<file path="src/rtl/riscv_mc_control.sv">
// riscv_mc_control: multi-cycle control sequencer for an RV32I core.
// The FSM walks IDLE -> FETCH -> DECODE -> EXEC -> (MEM) -> (WB) -> FETCH. It
// traps on an illegal opcode or on a data-memory timeout. It also counts
// retired instructions, which are the cycles that update the PC.
// Ports:
//   clk, resetn         clock, asynchronous active-low reset
//   instr_i             latched instruction (valid from DECODE onward)
//   imem_rvalid_i       instruction-memory response valid (sampled in FETCH)
//   dmem_rvalid_i       data-memory response/ack valid (sampled in MEM)
//   br_taken_i          branch comparator result (sampled in EXEC)
//   imem_req_o, ir_we_o fetch request / instruction-register load
//   dmem_req_o, dmem_we_o data request / write enable
//   pc_we_o, pc_sel_o   PC update and source (00 +4, 01 +imm, 10 ALU&~1)
//   op1_sel_o, op2_sel_o ALU operand selects (rs1/PC, rs2/imm)
//   wb_sel_o, rf_en_o   writeback source (ALU/mem/PC+4/imm) and RF write
//   alu_op_o            ALU function code
//   trap_o              sticky fault flag
//   retired_o           retired-instruction count (wraps)
module riscv_mc_control #(
  parameter int CNT_W   = 32,
  parameter int TIMEOUT = 16
) (
  input  logic             clk,
  input  logic             resetn,
  input  logic [31:0]      instr_i,
  input  logic             imem_rvalid_i,
  input  logic             dmem_rvalid_i,
  input  logic             br_taken_i,
  output logic             imem_req_o,
  output logic             ir_we_o,
  output logic             dmem_req_o,
  output logic             dmem_we_o,
  output logic             pc_we_o,
  output logic [1:0]       pc_sel_o,
  output logic             op1_sel_o,
  output logic             op2_sel_o,
  output logic [1:0]       wb_sel_o,
  output logic             rf_en_o,
  output logic [3:0]       alu_op_o,
  output logic             trap_o,
  output logic [CNT_W-1:0] retired_o
);

  localparam int WAIT_W = (TIMEOUT > 1) ? $clog2(TIMEOUT) : 1;

  localparam logic [3:0] ALU_ADD  = 4'd0;
  localparam logic [3:0] ALU_SUB  = 4'd1;
  localparam logic [3:0] ALU_AND  = 4'd2;
  localparam logic [3:0] ALU_OR   = 4'd3;
  localparam logic [3:0] ALU_XOR  = 4'd4;
  localparam logic [3:0] ALU_SLL  = 4'd5;
  localparam logic [3:0] ALU_SRL  = 4'd6;
  localparam logic [3:0] ALU_SRA  = 4'd7;
  localparam logic [3:0] ALU_SLT  = 4'd8;
  localparam logic [3:0] ALU_SLTU = 4'd9;

  typedef enum logic [2:0] {
    ST_IDLE, ST_FETCH, ST_DECODE, ST_EXEC, ST_MEM, ST_WB, ST_TRAP
  } state_e;

  state_e             state_q, state_d;
  logic [WAIT_W-1:0]  wait_q, wait_d;
  logic [CNT_W-1:0]   retired_q, retired_d;

  logic [6:0] opcode;
  logic [2:0] funct3;
  logic       f7b5;
  logic is_r, is_i, is_ld, is_st, is_br, is_jal, is_jalr, is_lui, is_auipc;
  logic legal;
  logic unused_instr_bits;

  assign opcode = instr_i[6:0];
  assign funct3 = instr_i[14:12];
  assign f7b5   = instr_i[30];
  assign unused_instr_bits = ^{instr_i[31], instr_i[29:15], instr_i[11:7]};

  assign is_r     = (opcode == 7'h33);
  assign is_i     = (opcode == 7'h13);
  assign is_ld    = (opcode == 7'h03);
  assign is_st    = (opcode == 7'h23);
  assign is_br    = (opcode == 7'h63);
  assign is_jal   = (opcode == 7'h6F);
  assign is_jalr  = (opcode == 7'h67);
  assign is_lui   = (opcode == 7'h37);
  assign is_auipc = (opcode == 7'h17);
  assign legal    = is_r | is_i | is_ld | is_st | is_br | is_jal | is_jalr |
                    is_lui | is_auipc;

  function automatic logic [3:0] alu_fn(input logic [2:0] f3, input logic alt);
    logic [3:0] op;
    case (f3)
      3'b000:  op = alt ? ALU_SUB : ALU_ADD;
      3'b001:  op = ALU_SLL;
      3'b010:  op = ALU_SLT;
      3'b011:  op = ALU_SLTU;
      3'b100:  op = ALU_XOR;
      3'b101:  op = alt ? ALU_SRA : ALU_SRL;
      3'b110:  op = ALU_OR;
      default: op = ALU_AND;
    endcase
    return op;
  endfunction

  // State register and sequencing counters
  always_ff @(posedge clk or negedge resetn) begin
    if (!resetn) begin
      state_q   <= ST_IDLE;
      wait_q    <= '0;
      retired_q <= '0;
    end else begin
      state_q   <= state_d;
      wait_q    <= wait_d;
      retired_q <= retired_d;
    end
  end

  // Next-state logic
  always_comb begin
    state_d = state_q;
    wait_d  = '0;
    case (state_q)
      ST_IDLE:   state_d = ST_FETCH;
      ST_FETCH:  if (imem_rvalid_i) state_d = ST_DECODE;
      ST_DECODE: state_d = legal ? ST_EXEC : ST_TRAP;
      ST_EXEC: begin
        if (is_br)              state_d = ST_FETCH;
        else if (is_ld | is_st) state_d = ST_MEM;
        else                    state_d = ST_WB;
      end
      ST_MEM: begin
        // A response on the final allowed cycle still wins over the timeout
        if (dmem_rvalid_i)
          state_d = is_ld ? ST_WB : ST_FETCH;
        else if (wait_q == WAIT_W'(TIMEOUT - 1))
          state_d = ST_TRAP;
        else
          wait_d = wait_q + 1'b1;
      end
      ST_WB:   state_d = ST_FETCH;
      ST_TRAP: state_d = ST_TRAP;
      default: state_d = ST_IDLE;
    endcase
  end

  // Output logic
  always_comb begin
    imem_req_o = 1'b0;
    ir_we_o    = 1'b0;
    dmem_req_o = 1'b0;
    dmem_we_o  = 1'b0;
    pc_we_o    = 1'b0;
    pc_sel_o   = 2'b00;
    op1_sel_o  = 1'b0;
    op2_sel_o  = 1'b0;
    wb_sel_o   = 2'b00;
    rf_en_o    = 1'b0;
    alu_op_o   = ALU_ADD;
    trap_o     = 1'b0;

    // ALU controls are held through MEM and WB so the address / result
    // stays stable without a separate ALU output register.
    if (state_q == ST_EXEC || state_q == ST_MEM || state_q == ST_WB) begin
      if (is_r) begin
        alu_op_o = alu_fn(funct3, f7b5);
      end else if (is_i) begin
        op2_sel_o = 1'b1;
        alu_op_o  = alu_fn(funct3, (funct3 == 3'b101) & f7b5);
      end else if (is_ld | is_st | is_jalr) begin
        op2_sel_o = 1'b1;
      end else if (is_auipc) begin
        op1_sel_o = 1'b1;
        op2_sel_o = 1'b1;
      end
    end

    case (state_q)
      ST_FETCH: begin
        imem_req_o = 1'b1;
        ir_we_o    = imem_rvalid_i;
      end
      ST_EXEC: begin
        if (is_br) begin
          pc_we_o  = 1'b1;
          pc_sel_o = br_taken_i ? 2'b01 : 2'b00;
        end
      end
      ST_MEM: begin
        dmem_req_o = 1'b1;
        dmem_we_o  = is_st;
        pc_we_o    = is_st & dmem_rvalid_i;
      end
      ST_WB: begin
        rf_en_o = 1'b1;
        pc_we_o = 1'b1;
        if (is_ld)                 wb_sel_o = 2'b01;
        else if (is_jal | is_jalr) wb_sel_o = 2'b10;
        else if (is_lui)           wb_sel_o = 2'b11;
        if (is_jal)       pc_sel_o = 2'b01;
        else if (is_jalr) pc_sel_o = 2'b10;
      end
      ST_TRAP: trap_o = 1'b1;
      default: ;
    endcase
  end

  assign retired_d = pc_we_o ? retired_q + CNT_W'(1) : retired_q;
  assign retired_o = retired_q;

endmodule

</file>
<file path="config.mk">
export PLATFORM = sky130hd
export DESIGN_NAME = riscv_mc_control
export DESIGN_NICKNAME = d
export VERILOG_FILES = /design/src/rtl/riscv_mc_control.sv
export SDC_FILE = /design/constraint.sdc
export NUM_CORES = 1
export LEC_CHECK = 0
export ABC_AREA = 1
export BUFFER_PORTS_ARGS = -buffer_cell sky130_fd_sc_hd__buf_2
export CAP_MARGIN = 0
export CORE_AREA = 3 3 109 111
export CTS_CLUSTER_SIZE = 20
export DETAILED_ROUTE_END_ITERATION = 6
export DIE_AREA = 0 0 112 114
export GPL_ROUTABILITY_DRIVEN = 0
export PLACE_DENSITY = 0.52
export SYNTH_ARGS = -nofsm -noshare
export SYNTH_HDL_FRONTEND = slang
export SYNTH_SLANG_ARGS = --single-unit
</file>
<file path="constraint.sdc">
create_clock -name clk -period 1.4 [get_ports clk]
set_input_delay 0.07 -clock clk [delete_from_list [all_inputs] [get_ports clk]]
set_output_delay 0.07 -clock clk [all_outputs]
set_load 0.02 [all_outputs]
</file>
==> results of run 1 <==
==> critical path: cells and delay by family (launching register included) <==
| family | cells | cell delay [ns] |
|---|---|---|
| buffers and inverters | 4 | 0.50 |
| flip-flops | 1 | 0.47 |
| AND/OR/NAND/NOR | 3 | 0.30 |
==> what timing repair did <==
item / in CTS / in global routing
pin swaps: 6 / 34
hold buffers: 1 / 0
gates resized for setup: 56 / 131
setup buffers: 15 / 9
endpoints found under the hold margin: 13 / 0
endpoints found under the setup margin: 41 / 53
cloned: 1 / 4
==> flip-flops by register name (all words and copies together) (netlist names) <==
name       cells
retired_o     32
state_q        3
wait_q         4
==> cells in the final DEF, fill, tap and decap left out, types with 6 or more instances in the layout <==
cell type	count
buf_4	59
dfrtp_1	26
nand3_1	23
nor2_1	54
nand2_2	26
xor2_1	9
nand2_4	11
nor2_4	19
inv_1	42
dfrtp_2	13
nand4_1	20
buf_6	25
nor2_2	13
nand3b_1	11
o21ai_0	6
nand2_1	136
buf_2	49
==> cell type report <==
cell class                      instances  share of cell area
Multi-Input combinational cell        359               0.431
Sequential cell                        39               0.209
Clock inverter                          3              0.0142
Inverter                               50              0.0411
Timing Repair Buffer                  145               0.253
Tap cell                              140              0.0369
Clock buffer                            5              0.0145
==> where the power goes <==
group	total, mW	internal (mW)	switching [mW]	leakage, nW
Combinational	2.53	1.22	1.31	1.85
Sequential	1.44	1.25	0.191	0.516
Clock	1.18	0.712	0.463	0.0644
==> per-layer routing <==
metal / track usage / up-vias / routed length (um)
met5: 0 / - / 0
met4: 0.0256 / 0 / 86
met3: 0.0228 / 9 / 471
met2: 0.260 / 97 / 4990
met1: 0.206 / 1612 / 4780
li1: - / 1732 / -
==> kinds of logic after synthesis <==
| logic type | Yosys count | share of synthesized area |
|---|---|---|
| simple gates | 327 | 0.493 |
| buf+inv | 59 | 0.0858 |
| flops | 39 | 0.345 |
| compound gates | 20 | 0.0363 |
| xor+xnor | 10 | 0.0309 |
| fa+ha+maj | 2 | 0.00884 |
==> final timing paths <==
check,start,endpoint,cells past startpoint
setup / recovery,state_q[2]$_DFFE_PN0P_,alu_op_o[1],7
hold / removal,dmem_rvalid_i,wait_q[2]$_DFF_PN0_,4
setup reg to reg,state_q[2]$_DFFE_PN0P_,retired_o[15]$_DFFE_PN0P_,10
hold reg to reg,wait_q[0]$_DFF_PN0_,wait_q[0]$_DFF_PN0_,1
max in group asynchronous,resetn,retired_o[4]$_DFFE_PN0P_,3
min in group asynchronous,resetn,wait_q[3]$_DFF_PN0_,2
==> per-stage QoR <==
| stage | hold WS (ns) | area, um^2 | setup TNS, ns | cells |
|---|---|---|---|---|
| floorplan | -0.226 | 2880 | -0.311 | 457 |
| finish | 0.0890 | 4750 | -4.13 | 741 |
| CTS | 0.0781 | 4230 | -3.12 | 732 |
| global route | 0.116 | 4750 | -7.31 | 741 |
| detailed placement | -0.00731 | 3770 | -0.540 | 709 |
| global placement | -0.00361 | 3770 | -0.378 | 709 |
==> results.md, run 1 <==
* Status: complete, but fails checks
* Failing checks: negative setup slack
* Port Buffers at 64
* Via total after detailed routing at 3450
* Worst R2R Setup Slack at -0.14 ns
* Post-DRT Antenna Nets at 0
* Vias per inst at 4.66
* Crit path DAT at 1.57 ns
* Cell taking the most area after synthesis: dfrtp_1
* Max cap viols at 0
* Mapped cell area at 2830 um^2
* Grt total ovfl at 0
* Fin crit period at 1.64 ns
* Die Area at 12800 um^2
* Worst slew margin at 0.778
* Num ports at 86
* Max-slew violations at 0
* Vias in the first global route at 3351
* Die H at 114 um
* Clock latency on the worst-skew pair at 0.30 ns
* Ratio of final minimum period to clock period at 1.17
* Synth Flop Type: dfrtp_1
* Power per Cell Area at 1080 nW/um^2
* DP Worst Slack at -0.0898 ns
* Global-route wire length before repair at 16000 um
* CTS tree: built
* Crit-path max cell delay at 0.47 ns
* Slowest-stage cell, CP: dfrtp_2
* Area delta synth->final at 67.7%
* Critical path endpoint category: output port
* Multi-input logic area at 2040 um^2
* Fin util at 0.436
* Seq/Total Area, Yosys at 0.345
* Crit-path cells: inv_2 > nor2_4 > buf_6 > buf_6 > nor2_4 > nor3b_2 > buf_4
* Layout cell share with drive strength beyond 1 at 0.433
* Fillers at 1079
* Critical path type: flop to output port
* Skew final at 0.00682 ns
* Clock buffer depth at 2
* CTS Buf Count at 5
* Worst Max-Slew Pin Slew at 0.332 ns
* Largest net degree at the start of global routing at 31
* Synthesized Nets at 496
* # rows at 38
* WL/cell at 13.9 um
* DR iter-0 viols at 173
* Leakage at 2.43 nW
* Nets at 639
* Unrepaired setup endpoints after global routing: yes
* Clock slew at reported path FFs at 0.09 ns
* Yosys cell types at 24
* Critical Path Source Type: flop
* Peak supply drop at 0.547 mV
* Max frequency at 609 MHz
* DRT Pass-1 Iters at 5
* Post-synth top cells: nand2_1 (170), nor2_1 (86), inv_1 (47)
* Initial antenna violation count at 0
* Hold WC Path Type: primary input to flop
* Total track usage at 0.151
* Most frequent cell after synthesis: nand2_1
* Sequential Area at 992 um^2
* ANT cells at 0
* Asr flop ratio synth at 1.00
* CTS root buf: clkbuf_8
* Synth Instances at 457
* Synth Register Bits at 39
* Final Total Pwr at 5.14 mW
* Yosys synthesis warning count at 0
* Clock sink count at 39
* Total core area at 10900 um^2
* H-tree depth at 2
* # setup viols final at 39
* Drc violations at 0
* Final WS setup at -0.242 ns
* Total Wirelength at 10300 um
* Ranking of synthesized cells by area: dfrtp_1 (34%), nand2_1 (23%), nor2_1 (11%)
* Number of synthesized flops with an enable pin at 0
* HPWL Detailed at 7120 um
* Avg Synthesized Cell Area at 6.19 um^2
* Die W at 112 um
* CP required at 1.33 ns
* Final hold violation count at 0
* Highest fanout seen on the critical path at 5
* Initial Util at 0.260
* Top cell type's share of synthesized area at 0.345
No activity file was read; power rests on OpenSTA's default activity.
==> inputs of run 2 (changes only) <==
--- a/config.mk
+++ b/config.mk
@@ -14,6 +14,7 @@
 export DIE_AREA = 0 0 112 114
 export GPL_ROUTABILITY_DRIVEN = 0
 export PLACE_DENSITY = 0.52
+export SKIP_LAST_GASP = 1
 export SYNTH_ARGS = -nofsm -noshare
 export SYNTH_HDL_FRONTEND = slang
 export SYNTH_SLANG_ARGS = --single-unit
==> run 2 against run 1 <==
The run still ends with negative setup slack left. Clock-buffer cell count unchanged. Routed wire length is 4.9% lower. Die area unchanged. First-iteration DRC count rose by 13%.
==> results.md, run 2 (same netlist as run 1, synthesis figures left out) <==
* Layout cell share with drive strength beyond 1 at 0.371 (-0.0620)
* CTS root buf: clkbuf_8
* DP Worst Slack at -0.0898 ns (unchanged)
* Placed insts at 709 (unchanged)
* Worst R2R Setup Slack at -0.15 ns (about the same)
* Total core area at 10900 um^2 (unchanged)
* Num ports at 86 (unchanged)
* Max-slew violations at 0 (unchanged)
* Crit-path cells: inv_2 > nor3_4 > buf_4 > nand2_8 > nand3_4 > buf_12 > buf_8
* Peak supply drop at 0.529 mV (-3.1%)
* Largest net degree at the start of global routing at 31 (unchanged)
* Drc violations at 0 (unchanged)
* CP required at 1.33 ns (about the same)
* Max FFs per register at 32 (unchanged)
* Global-route wire length before repair at 16000 um (about the same)
* ANT cells at 0 (unchanged)
* Hold Crit Depth at 4 (unchanged)
* Failing checks: negative setup slack
* Hold WC Path Type: primary input to flop
* Worst Max-Slew Pin Slew at 0.398 ns (+0.0653 ns)
* Port Buffers at 64 (unchanged)
* Most common cell after layout, fill and taps aside: nand2_1
* Grt total ovfl at 0 (unchanged)
* Initial antenna violation count at 0 (unchanged)
* Post-route setup TNS at -4.63 ns (-0.499 ns)
* Worst slew margin at 0.734 (-0.0445)
* # setup viols final at 46 (+18%)
* R2r endpoint: retired_o[15]$_DFFE_PN0P_
* Finished Layout Cells at 739 (-0.27%)
* Clock buffer depth at 2 (unchanged)
* WL/cell at 13.3 um (-4.6%)
* CP startpoint: state_q[0]$_DFFE_PN0P_
* Commonest non-fill, non-tap cells in the layout: nand2_1 (155), buf_4 (67), nor2_1 (61)
* Slowest-stage cell, CP: dfrtp_2
* H-tree depth at 2 (unchanged)
* Vias in the first global route at 3344 (-0.21%)
* Critical Path Source Type: flop
* Critical path endpoint category: output port
* Power per Cell Area at 1070 nW/um^2 (-1.1%)
* Crit-path max cell delay at 0.42 ns (-0.05 ns)
* DR iter-0 viols at 196 (+13%)
* Leakage at 2.28 nW (-6.1%)
* Via total after detailed routing at 3418 (-0.93%)
* Ratio of final minimum period to clock period at 1.17 (-0.00375)
* Area delta synth->final at 60.1%
* Clock latency on the worst-skew pair at 0.30 ns (about the same)
* Critical path type: flop to output port
* Max frequency at 611 MHz (+0.32%)
* Initial Util at 0.260 (unchanged)
* Fin crit period at 1.64 ns (-0.00524 ns)
* Critical hold path startpoint: dmem_rvalid_i
* Reg2reg path depth at 10 (unchanged)
* CP top delay family: buffers and inverters
* Highest fanout seen on the critical path at 5 (unchanged)
* Die Area at 12800 um^2 (unchanged)
* CTS Buf Count at 5 (unchanged)
* Post-DRT Antenna Nets at 0 (unchanged)
* Crit path DAT at 1.57 ns (about the same)
* DRT Pass-1 Iters at 4 (-1)
* Clock sink count at 39 (unchanged)
* Final Total Pwr at 4.85 mW (-5.6%)
* Status: complete, but fails checks
* Clock slew at reported path FFs at 0.09 ns (about the same)
* Max cap viols at 0 (unchanged)
* Skew final at 0.00580 ns (-0.00102 ns)
* Total track usage at 0.151 (about the same)
* Die W at 112 um (unchanged)
* Fin util at 0.416 (-0.0197)
* HPWL Detailed at 7120 um (unchanged)
* Vias per inst at 4.63 (-0.66%)
* Final WS setup at -0.237 ns (+0.00524 ns)
* Nets at 637 (-0.31%)
* Reg2reg start: state_q[0]$_DFFE_PN0P_
* Final hold violation count at 0 (unchanged)
* Hold endpoint: wait_q[2]$_DFF_PN0_
* Worst path bufs/invs at 4 (unchanged)
* CTS tree: built
* Total Wirelength at 9820 um (-4.9%)
* Die H at 114 um (unchanged)
* Unrepaired setup endpoints after global routing: yes
* # rows at 38 (unchanged)
==> run 2: worst reg2reg max path, stage by stage (launching register included) <==
cell,delay [ns]
dfrtp_2,0.42
inv_2,0.06
nor3_4,0.21
buf_4,0.17
nand2_8,0.06
nand3_4,0.11
buf_12,0.13
buf_6,0.11
buf_16,0.11
nand3b_1,0.07
nand2_1,0.06
==> run 2: worst max-delay path by stage <==
stage                                      endpoint  slack [ns]  cells after the start
after floorplan                         alu_op_o[2]       -0.11                      4
after global placement    retired_o[30]$_DFFE_PN0P_       -0.07                     10
after detailed placement  retired_o[29]$_DFFE_PN0P_       -0.09                     10
after CTS                               alu_op_o[3]       -0.23                      6
after global routing                        pc_we_o       -0.30                      7
final                                       pc_we_o       -0.24                      7
==> run 2: stage by stage <==
stage	hold WS [ns]	area (um^2)
5_1_grt	0.124	4530
3_3_place_gp	-0.00361	3770
2_1_floorplan	-0.226	2880
4_1_cts	0.0781	4220
3_5_place_dp	-0.00731	3770
6_report	0.112	4530
==> run 2: final cells by class <==
type / count / area [um^2]
tap: 140 / 175
clock inverter: 3 / 67.6
inverter: 50 / 195
timing repair buffer: 143 / 1140
multi-input combinational: 359 / 1900
clock buffer: 5 / 68.8
fill: 1118 / 6360
sequential: 39 / 987
==> run 2: what timing repair did <==
| item | in CTS | in global routing |
|---|---|---|
| gates resized for setup | 52 | 72 |
| setup buffers | 15 | 11 |
| hold buffers | 1 | 0 |
| gates cloned | 1 | 2 |
| pin swaps | 6 | 19 |
| endpoints found under the hold margin | 13 | 0 |
| endpoints found under the setup margin | 41 | 52 |
==> run 2: layer usage <==
| metal | GRT usage | share of wire |
|---|---|---|
| met5 | 0 | 0 |
| met4 | 0.0256 | 0.010 |
| met3 | 0.0228 | 0.054 |
| met2 | 0.261 | 0.47 |
| met1 | 0.205 | 0.46 |
==> run 2: where the power goes <==
group          switching, mW  leakage [nW]  internal, mW
clock                  0.454        0.0644         0.712
combinational           1.20          1.69          1.07
sequential             0.178         0.522          1.25
==> inputs of run 3 (changes only) <==
--- a/config.mk
+++ b/config.mk
@@ -13,7 +13,7 @@
 export DETAILED_ROUTE_END_ITERATION = 6
 export DIE_AREA = 0 0 112 114
 export GPL_ROUTABILITY_DRIVEN = 0
-export PLACE_DENSITY = 0.52
+export PLACE_DENSITY = 0.5
 export SKIP_LAST_GASP = 1
 export SYNTH_ARGS = -nofsm -noshare
 export SYNTH_HDL_FRONTEND = slang
==> constraint.sdc (replaced) <==
create_clock -name clk -period 1.53 [get_ports clk]
set_input_delay 0.0765 -clock clk [delete_from_list [all_inputs] [get_ports clk]]
set_output_delay 0.0765 -clock clk [all_outputs]
set_load 0.02 [all_outputs]
==> run 3 against run 2 <==
The run still ends with negative setup slack left. Global-route usage shrank 1.3 points. Combinational power shrank 16%. Setup slack gained 0.093 ns. Via count shrank 5.8%. First-iteration DRC count shrank 26%. Sequential power shrank 12%. Total power shrank 19%. Sequential cell count is the same. Non-clock buffer count shrank 26. Clock-buffer cell count grew 3. Die area is the same. Sequential share of layout area grew 2.5 points.
==> results.md, run 3 (same netlist as run 1, synthesis figures left out) <==
* Drc violations at 0 (unchanged)
* Fillers at 1161 (+3.8%)
* Ratio of final minimum period to clock period at 1.09
* Slowest-stage cell, CP: dfrtp_2
* Multi-input logic area at 1790 um^2 (-6.1%)
* Clock buffer depth at 2 (unchanged)
* R2r endpoint: retired_o[20]$_DFFE_PN0P_
* # setup viols final at 10 (-78%)
* Commonest non-fill, non-tap cells in the layout: nand2_1 (167), nor2_1 (68), buf_4 (55)
* Clock slew at reported path FFs at 0.08 ns (about the same)
* H-tree depth at 2 (unchanged)
* Critical path endpoint category: output port
* Power per Cell Area at 975 nW/um^2 (-9.0%)
* Worst R2R Setup Slack at -0.01 ns (+0.14 ns)
* Total core area at 10900 um^2 (unchanged)
* Critical hold path startpoint: dmem_rvalid_i
* DRT Pass-1 Iters at 4 (unchanged)
* Leakage at 2.05 nW (-9.8%)
* Post-DRT Antenna Nets at 0 (unchanged)
* Max-slew violations at 0 (unchanged)
* Clock latency on the worst-skew pair at 0.30 ns (about the same)
* Critical Path Source Type: flop
* Peak supply drop at 0.581 mV (+9.8%)
* Finished Layout Cells at 713 (-3.5%)
* CTS root buf: clkbuf_8
* Most common cell after layout, fill and taps aside: nand2_1
* Unrepaired setup endpoints after global routing: yes
* Total Wirelength at 8910 um (-9.2%)
* Initial Util at 0.260 (unchanged)
* CTS tree: built
* Placed insts at 686 (-3.2%)
* Hold WC Path Type: primary input to flop
* Crit path DAT at 1.60 ns (+0.03 ns)
* Clock sink count at 39 (unchanged)
* # rows at 38 (unchanged)
* Crit-path cells: inv_2 > nor3_4 > buf_6 > nor2_4 > nor4_2 > buf_4
* DR iter-0 viols at 146 (-26%)
* Max FFs per register at 32 (unchanged)
* CP top delay family: simple AND/OR/NAND/NOR gates
* Highest fanout seen on the critical path at 5 (unchanged)
* CP required at 1.45 ns (+0.12 ns)
* Max cap viols at 0 (unchanged)
* Final WS setup at -0.144 ns (+0.0931 ns)
* WP depth at 6 (-1)
* Layout cell share with drive strength beyond 1 at 0.295 (-0.0757)
* Nets at 611 (-4.1%)
* Die Area at 12800 um^2 (unchanged)
* Status: complete, but fails checks
* Port Buffers at 64 (unchanged)
* Total track usage at 0.138 (-0.0135)
* Worst Hold Margin at 0.0845 ns (-0.0274 ns)
* ANT cells at 0 (unchanged)
* Vias in the first global route at 3049 (-8.8%)
* Largest net degree at the start of global routing at 30 (-3.2%)
* Fin crit period at 1.67 ns
* HPWL Detailed at 6690 um (-6.1%)
* Hold endpoint: wait_q[1]$_DFF_PN0_
* Grt total ovfl at 0 (unchanged)
* Global-route wire length before repair at 14600 um (-9.2%)
* Sequential Area at 983 um^2 (-0.38%)
* Reg2reg start: state_q[0]$_DFFE_PN0P_
* Crit-path max cell delay at 0.41 ns (about the same)
* Max frequency at 597 MHz
* Worst Max-Slew Pin Slew at 0.645 ns (+0.247 ns)
* Post-route setup TNS at -0.725 ns (+3.90 ns)
* Skew final at 0.00403 ns (-0.00177 ns)
* CTS Buf Count at 5 (unchanged)
* Worst slew margin at 0.570 (-0.164)
* Final hold violation count at 0 (unchanged)
* WL/cell at 12.5 um (-5.9%)
* Die W at 112 um (unchanged)
* Critical path type: flop to output port
* Num ports at 86 (unchanged)
* Initial antenna violation count at 0 (unchanged)
* Hold Crit Depth at 4 (unchanged)
* Die H at 114 um (unchanged)
* Vias per inst at 4.52 (-2.3%)
* DP Worst Slack at -0.00994 ns (+0.0799 ns)
* Dpl cell area at 3560 um^2 (-5.5%)
* Final Cell Area at 4060 um^2 (-10%)
* Reg2reg path depth at 10 (unchanged)
* Via total after detailed routing at 3221 (-5.8%)
* Worst path bufs/invs at 3 (-1)
* Failing checks: negative setup slack
* Area delta synth->final at 43.3%
==> run 3: cell types whose count changed in the layout (fill, tap and decap cells not counted), sizes merged <==
| cell | previous run | this run |
|---|---|---|
| buf | 140 | 115 |
| bufinv | 2 | 0 |
| clkbuf | 7 | 9 |
| clkinvlp | 1 | 0 |
==> run 3: metal layers <==
layer / up-vias / global-route usage / wire length (um)
met5: - / 0 / 0
met4: 0 / 0.0288 / 76
met3: 7 / 0.0313 / 387
met2: 67 / 0.233 / 4170
met1: 1470 / 0.181 / 4280
li1: 1677 / - / -
==> run 3: worst register-to-register path, stage by stage, from the launching register on <==
cell	delay, ns
dfrtp_2	0.41
inv_2	0.06
nor3_4	0.20
buf_4	0.14
nand2_2	0.07
nand3_4	0.11
buf_12	0.11
buf_12	0.16
nand2_1	0.08
nand2_1	0.05
nand2_1	0.05
==> run 3: layout make-up <==
class / count / area share
tap: 140 / 0.0432
sequential: 39 / 0.242
timing repair buffer: 117 / 0.203
clock buffer: 8 / 0.0247
inverter: 50 / 0.0463
multi-input combinational: 359 / 0.440
==> run 3: stage by stage <==
step,util,power [mW]
2_1_floorplan,-,2.01
3_3_place_gp,0.327,2.52
3_5_place_dp,0.327,2.53
4_1_cts,0.344,3.49
5_1_grt,0.373,4.22
6_report,0.373,3.95
==> run 3: worst max path at each step <==
stage | from | to
after floorplan | state_q[2]$_DFFE_PN0P_ | alu_op_o[2]
after global placement | retired_o[1]$_DFFE_PN0P_ | retired_o[31]$_DFFE_PN0P_
after detailed placement | retired_o[1]$_DFFE_PN0P_ | retired_o[31]$_DFFE_PN0P_
after CTS | state_q[1]$_DFFE_PN0P_ | alu_op_o[1]
after global routing | state_q[0]$_DFFE_PN0P_ | alu_op_o[3]
final | state_q[0]$_DFFE_PN0P_ | alu_op_o[3]
==> run 3: report_power, final <==
part           total, mW  switching, mW  internal [mW]
sequential          1.26          0.118           1.14
combinational       1.90           1.01          0.884
clock              0.799          0.386          0.412
total               3.95           1.52           2.44
==> run 3: repair_timing <==
action	in CTS	in global routing
setup endpoints to repair	16	42
cloned	0	1
hold endpoints to repair	25	0
hold buffers	1	0
pin swaps	0	7
setup buffers	5	13
gates resized for setup	13	53
